<file path="src/rtl/ifq_buf.sv">
// ifq_buf - instruction fetch queue between fetch and decode.
//
// Holds fetched {inst, pc, nxt_pc} entries in a circular buffer and hands
// them to decode in order over a valid/ready handshake. Fetch is stalled only
// when the queue is full; a flush (redirect) discards every held entry.
//
// Optional build macro IFQ_BYPASS_EN: when defined, an entry offered to an
// empty queue is shown on the outputs in the same cycle and, if decode takes
// it immediately, is never written. When undefined, the outputs come from
// registered state only (one cycle fetch-to-decode latency).
//
// Parameters:
//   DEPTH     number of entries (power of 2, >= 2)
//   NOP_INST  instruction presented while the queue is empty
//
// Ports:
//   i_clk, i_rst  clock, synchronous active-high reset
//   i_flush       kill all entries (priority over push/pop)
//   i_vld, i_inst, i_pc, i_nxt_pc   entry offered by fetch
//   o_rdy         queue not full (registered state only)
//   o_vld, o_inst, o_pc, o_nxt_pc   head entry for decode
//   i_rdy         decode accepts the head entry
//   o_count       current occupancy, 0..DEPTH
module ifq_buf #(
  parameter int unsigned DEPTH    = 4,
  parameter logic [31:0] NOP_INST = 32'h00000013
) (
  input  logic                     i_clk,
  input  logic                     i_rst,
  input  logic                     i_flush,
  input  logic                     i_vld,
  input  logic [31:0]              i_inst,
  input  logic [31:0]              i_pc,
  input  logic [31:0]              i_nxt_pc,
  output logic                     o_rdy,
  output logic                     o_vld,
  output logic [31:0]              o_inst,
  output logic [31:0]              o_pc,
  output logic [31:0]              o_nxt_pc,
  input  logic                     i_rdy,
  output logic [$clog2(DEPTH):0]   o_count
);

  localparam int unsigned AW = $clog2(DEPTH);
  localparam int unsigned PW = AW + 1;

  // Pointers carry one extra wrap bit above the index bits.
  logic [PW-1:0] wr_ptr;
  logic [PW-1:0] rd_ptr;

  logic [31:0] inst_mem [DEPTH];
  logic [31:0] pc_mem   [DEPTH];
  logic [31:0] nxt_mem  [DEPTH];

  logic empty;
  logic full;
  logic push;
  logic pop;
  logic bypass;

  assign empty = (wr_ptr == rd_ptr);
  assign full  = (wr_ptr[AW-1:0] == rd_ptr[AW-1:0]) && (wr_ptr[AW] != rd_ptr[AW]);

  assign o_rdy   = ~full;
  assign o_count = wr_ptr - rd_ptr;

`ifdef IFQ_BYPASS_EN
  // An entry offered to an empty queue and taken by decode in the same cycle
  // passes straight through and never touches storage or pointers.
  assign bypass = empty & i_vld & i_rdy & ~i_flush;
`else
  assign bypass = 1'b0;
`endif

  assign push = i_vld & ~full & ~i_flush & ~bypass;
  assign pop  = ~empty & i_rdy & ~i_flush;

  always_ff @(posedge i_clk) begin
    if (i_rst || i_flush) begin
      wr_ptr <= '0;
      rd_ptr <= '0;
    end else begin
      if (push) wr_ptr <= wr_ptr + PW'(1);
      if (pop)  rd_ptr <= rd_ptr + PW'(1);
    end
  end

  // Storage is not reset; entries are only observable between the pointers.
  always_ff @(posedge i_clk) begin
    if (!i_rst && push) begin
      inst_mem[wr_ptr[AW-1:0]] <= i_inst;
      pc_mem[wr_ptr[AW-1:0]]   <= i_pc;
      nxt_mem[wr_ptr[AW-1:0]]  <= i_nxt_pc;
    end
  end

  always_comb begin
    o_vld    = 1'b0;
    o_inst   = NOP_INST;
    o_pc     = '0;
    o_nxt_pc = '0;
    if (!empty) begin
      o_vld    = 1'b1;
      o_inst   = inst_mem[rd_ptr[AW-1:0]];
      o_pc     = pc_mem[rd_ptr[AW-1:0]];
      o_nxt_pc = nxt_mem[rd_ptr[AW-1:0]];
    end
`ifdef IFQ_BYPASS_EN
    else if (i_vld && !i_flush) begin
      o_vld    = 1'b1;
      o_inst   = i_inst;
      o_pc     = i_pc;
      o_nxt_pc = i_nxt_pc;
    end
`endif
  end

endmodule

</file>
<file path="config.mk">
export PLATFORM = sky130hd
export DESIGN_NAME = ifq_buf
export DESIGN_NICKNAME = d
export VERILOG_FILES = /design/src/rtl/ifq_buf.sv
export SDC_FILE = /design/constraint.sdc
export NUM_CORES = 1
export LEC_CHECK = 0
export ABC_CLOCK_PERIOD_IN_PS = 24700
export BUFFER_PORTS_ARGS = -buffer_cell sky130_fd_sc_hd__buf_2
export CELL_PAD_IN_SITES_DETAIL_PLACEMENT = 0
export CELL_PAD_IN_SITES_GLOBAL_PLACEMENT = 1
export CORE_MARGIN = 4
export CORE_UTILIZATION = 41
export CTS_CLUSTER_SIZE = 30
export DETAILED_ROUTE_END_ITERATION = 12
export GPL_ROUTABILITY_DRIVEN = 0
export HOLD_SLACK_MARGIN = 0.06
export PLACE_DENSITY_LB_ADDON = 0.1
export SLEW_MARGIN = 20
export SYNTH_ARGS = -nofsm -noshare
export SYNTH_HDL_FRONTEND = slang
export SYNTH_SLANG_ARGS = --single-unit
</file>
<file path="constraint.sdc">
create_clock -name i_clk -period 24.7 [get_ports i_clk]
set_input_delay 2.47 -clock i_clk [delete_from_list [all_inputs] [get_ports i_clk]]
set_output_delay 2.47 -clock i_clk [all_outputs]
set_load 0.01 [all_outputs]
</file>
# == Word level (Yosys, flattened, before mapping) ==
# Memory sizes are Yosys's and may differ from the RTL's. A register that Yosys moved wholly into a read port is not among the register bits.
# Index checks and enable logic that the tools add are counted.
# classes
muxes,12
n_eq_ne,3
n_reduce_logical,4
bitwise,7
addsub,3
# ops
operator,count
$mux 32,3
$mux 2,6
$add 3x1->3 const B,2
$and 1x1->1,4
$eq 3x3->1,1
$mux 1,3
$not 1->1,3
$sub 3x3->3,1
$eq 2x2->1,1
$logic_and 1x1->1,2
$logic_not 1->1,1
$logic_or 1x1->1,1
$ne 1x1->1,1
# totals
ram_bits,384
ff_bits,6
elab_cells,34
output_inout_bits,101
in_bits,101
mem_count,3
# mem_list
memory,depth,word_bits,rd,rd_clocked_by_memory_dff,write_ports,line_no,text
inst_mem,4,32,1,1,1,51,logic [31:0] inst_mem [DEPTH];
nxt_mem,4,32,1,1,1,53,logic [31:0] nxt_mem [DEPTH];
pc_mem,4,32,1,1,1,52,logic [31:0] pc_mem [DEPTH];

# == Depth between registers and ports, before layout ==
# depth
depth_word,8
mapped_depth,7
mapped_depth_nobuf,5

# == Least setup slack after synthesis ==
# OpenSTA, ideal clock, no wires.
# synth_timing
path_kind,input to register
from,input i_flush
to,"memory inst_mem[0][0], enable pin"
setup_time_ns,0.688
required_ns,24.012
n_path_buf,0
arrival_ns,9.862
path_slack_ns,14.150
stages,2
cell_sequence,a211o_1 > nor3b_1
# synth_via
elab_chain_len,5
# synth_rtl
item,line_no,text
start: declaration,30,"input logic i_flush,"
$not 1->1,75,assign push = i_vld & ~full & ~i_flush & ~bypass;
$and 1x1->1,75,
$logic_and 1x1->1,90,if (!i_rst && push) begin
$mux 1,90,
$mux 1 (not written as such),91,inst_mem[wr_ptr[AW-1:0]] <= i_inst;
end: declaration,51,
# Every way passes these cells.

# == Final worst setup path ==
# layout_timing
from,register wr_ptr[0]
to,output o_nxt_pc[28]
# layout_via
elab_chain_len,2
# layout_rtl
item,line_no,text
start: declaration,48,logic [PW-1:0] wr_ptr;
start signal: assignment,83,if (push) wr_ptr <= wr_ptr + PW'(1);
$eq 3x3->1,61,assign empty = (wr_ptr == rd_ptr);
$mux 32,102,if (!empty) begin
end: declaration,39,"output logic [31:0] o_nxt_pc,"
# Every way passes these cells.

==> metrics <==
H-Tree Depth 2; fin crit period 5965 ps; Post-Syn Area 15050 um2; CTS sink cnt 392; core area 35910 um2; Avg Inst Size Synth 22.49 um2; Final setup viols 0; I/O Buffers 201; Synth Flop Type edfxtp_1; ANT nets after route 0; Worst Max-Slew Pin Slew 996.2 ps; RSZ-0062 raised after global routing no; Final period util 0.2415; Initial Util 0.4189; Total GRT Usage 0.1593; die area 39830 um2; Ports 202; pwr/cell area 76.16 nW/um2; Crit. End Element primary output; Area Growth Syn to Fin 18.65%; Max-cap violations 0; Worst EP arrival 3490 ps; Root Buffer Master clkbuf_16; Post-CTS Setup Repair Bufs 0; Async SR Flop Fraction 0; Startpoint Class register; Cells after Synth 669; Fmax 0.1677 GHz; vias in the first global route 7889; Req. time, crit path 22230 ps; latest clock arrival within the worst-skew pair 550 ps; Fin. Hold Viols 0; Vias/cell 5.150; Final Max Tran Viols 0; first-pass GRT wire length 47460 um; Slew headroom 0.3343; CTS tree yes; drt drc 0; post_cts resized 0; WL final 31370 um; leakage 0.006001 uW; Max VDD drop 0.05739 mV; clk_skew 12.01 ps; DR WL/cell 22.63 um; fillcell total 2990; Crit Path Category register to primary output; register area 11700 um2; Critical Path Fanout Max 62; HPWL Detailed 18070 um; clock buffer count from CTS 42; via count 7138; grt ovf 0; DRT Pass-1 Iters 4; Syn Nets 778; Post-synth EDFFs 384; Nets 1002; final core occ 0.4971; Die Wd 199.6 um; footprint of the multi-input gates 3136 um2; Worst-path clk slew 50 ps; largest net degree at the start of global routing 63; WHS Path Cells 2; Die H 199.6 um; # rows 69; Starting DRT DRC Count 319; initial antenna violation count 8; Max clock buf depth 3; share of post-route cells with drive strength above 1 0.4030; TNS Setup 0 ps; outcome complete, no violations; cts hold-fix bufs 0; synth warn 0; classification of the worst-slack hold path register to register; synth unique cells 28; worst-case reg-to-reg path depth 7; FF+latch count, synth 392; sequential fraction of the synthesis area 0.7770
==> path summary, 6_finish.rpt <==
| kind | startpoint | slack [ps] | to |
|---|---|---|---|
| max | wr_ptr[0]$_SDFFE_PP0P_ | 18740 | o_nxt_pc[28] |
| min | wr_ptr[0]$_SDFFE_PP0P_ | 530 | wr_ptr[0]$_SDFFE_PP0P_ |
| max reg2reg | wr_ptr[0]$_SDFFE_PP0P_ | 21150 | pc_mem[3][17]$_DFFE_PP_ |
| min reg2reg | wr_ptr[0]$_SDFFE_PP0P_ | 530 | wr_ptr[0]$_SDFFE_PP0P_ |
==> worst max-delay path: stages, from the launching register on <==
cell	delay, ps
dfxtp_1	380
inv_1	120
ha_1	360
nand2_1	110
nor2_4	760
buf_4	810
nor2b_1	170
buf_2	190
==> power by group <==
| part | internal, uW | switching [uW] |
|---|---|---|
| Combinational | 19.1 | 25.7 |
| Clock | 342 | 235 |
| Sequential | 737 | 1.59 |
==> flip-flops by register name, indices dropped and copies added (netlist names), named ones only <==
register / cells
wr_ptr: 3
rd_ptr: 3
pc_mem: 128
inst_mem: 128
nxt_mem: 128
==> placed cells by master, fill, tap and decap left out, drive strengths merged <==
cell	n
o21a	1
nand3b	1
clkbuf	61
fa	1
buf	213
edfxtp	384
a211o	1
inv	9
or3	2
nor2	2
nor3b	4
mux4	96
ha	7
and2	1
a21oi	1
xor2	2
nand4	1
dfxtp	8
nand2	10
o211ai	2
mux2i	6
nor2b	93
clkinv	13
nand4b	1
diode	2
or2	3
==> cells in the mapped netlist (2+ instances only) <==
library cell | instances | area share
buf_2 | 12 | 0.0040
or3_1 | 2 | 0.00083
ha_1 | 7 | 0.0058
edfxtp_1 | 384 | 0.77
clkbuf_1 | 12 | 0.0030
nand2_1 | 10 | 0.0025
o211ai_1 | 2 | 0.0010
dfxtp_1 | 8 | 0.011
mux2i_1 | 6 | 0.0040
nor3b_1 | 4 | 0.0020
or2_1 | 3 | 0.0012
mux4_2 | 96 | 0.14
buf_6 | 8 | 0.0060
inv_1 | 9 | 0.0022
nor2b_1 | 93 | 0.039
==> per-stage QoR <==
step	worst slack, ps	hold slack (ps)	std cells	total power, uW	cell area, um2
6_report	18740	530.3	1386	1360	17850
5_1_grt	18400	556.3	1385	1411	17850
4_1_cts	18430	532.0	1383	1382	17820
3_5_place_dp	19040	522.4	1309	797.8	16530
3_3_place_gp	19030	488.4	1309	795.6	16530
2_1_floorplan	14150	472.1	669	774.1	15050
==> area by class of cell <==
cell class	count	share of cell area
multi-input combinational	235	0.1756
tap	461	0.03231
clock buffer	61	0.06869
sequential	392	0.6553
inverter	9	0.001892
antenna	2	0.0002803
clock inverter	13	0.003154
timing repair buffer	213	0.06273
==> cell families (layout without fill, tap and decap cells) <==
| kind of cell | count (synthesis) | count (layout) | synth area share |
|---|---|---|---|
| flip-flops | 392 | 392 | 0.7770 |
| AND/OR/NAND/NOR | 118 | 118 | 0.04782 |
| multiplexers | 102 | 102 | 0.1477 |
| buffers and inverters | 42 | 296 | 0.01622 |
| adder cells (fa/ha/maj) | 8 | 8 | 0.007152 |
| AO/OA/AOI/OAI | 5 | 5 | 0.002411 |
| XOR/XNOR | 2 | 2 | 0.001664 |
| other | 0 | 2 | 0 |
==> metal layers <==
metal  global-route usage  routed length (um)
met5                    0                  75
met4              0.05233                 692
met3              0.04569                1920
met2               0.2620               15740
met1               0.2062               12940
Power figures use the tool's default switching activity.
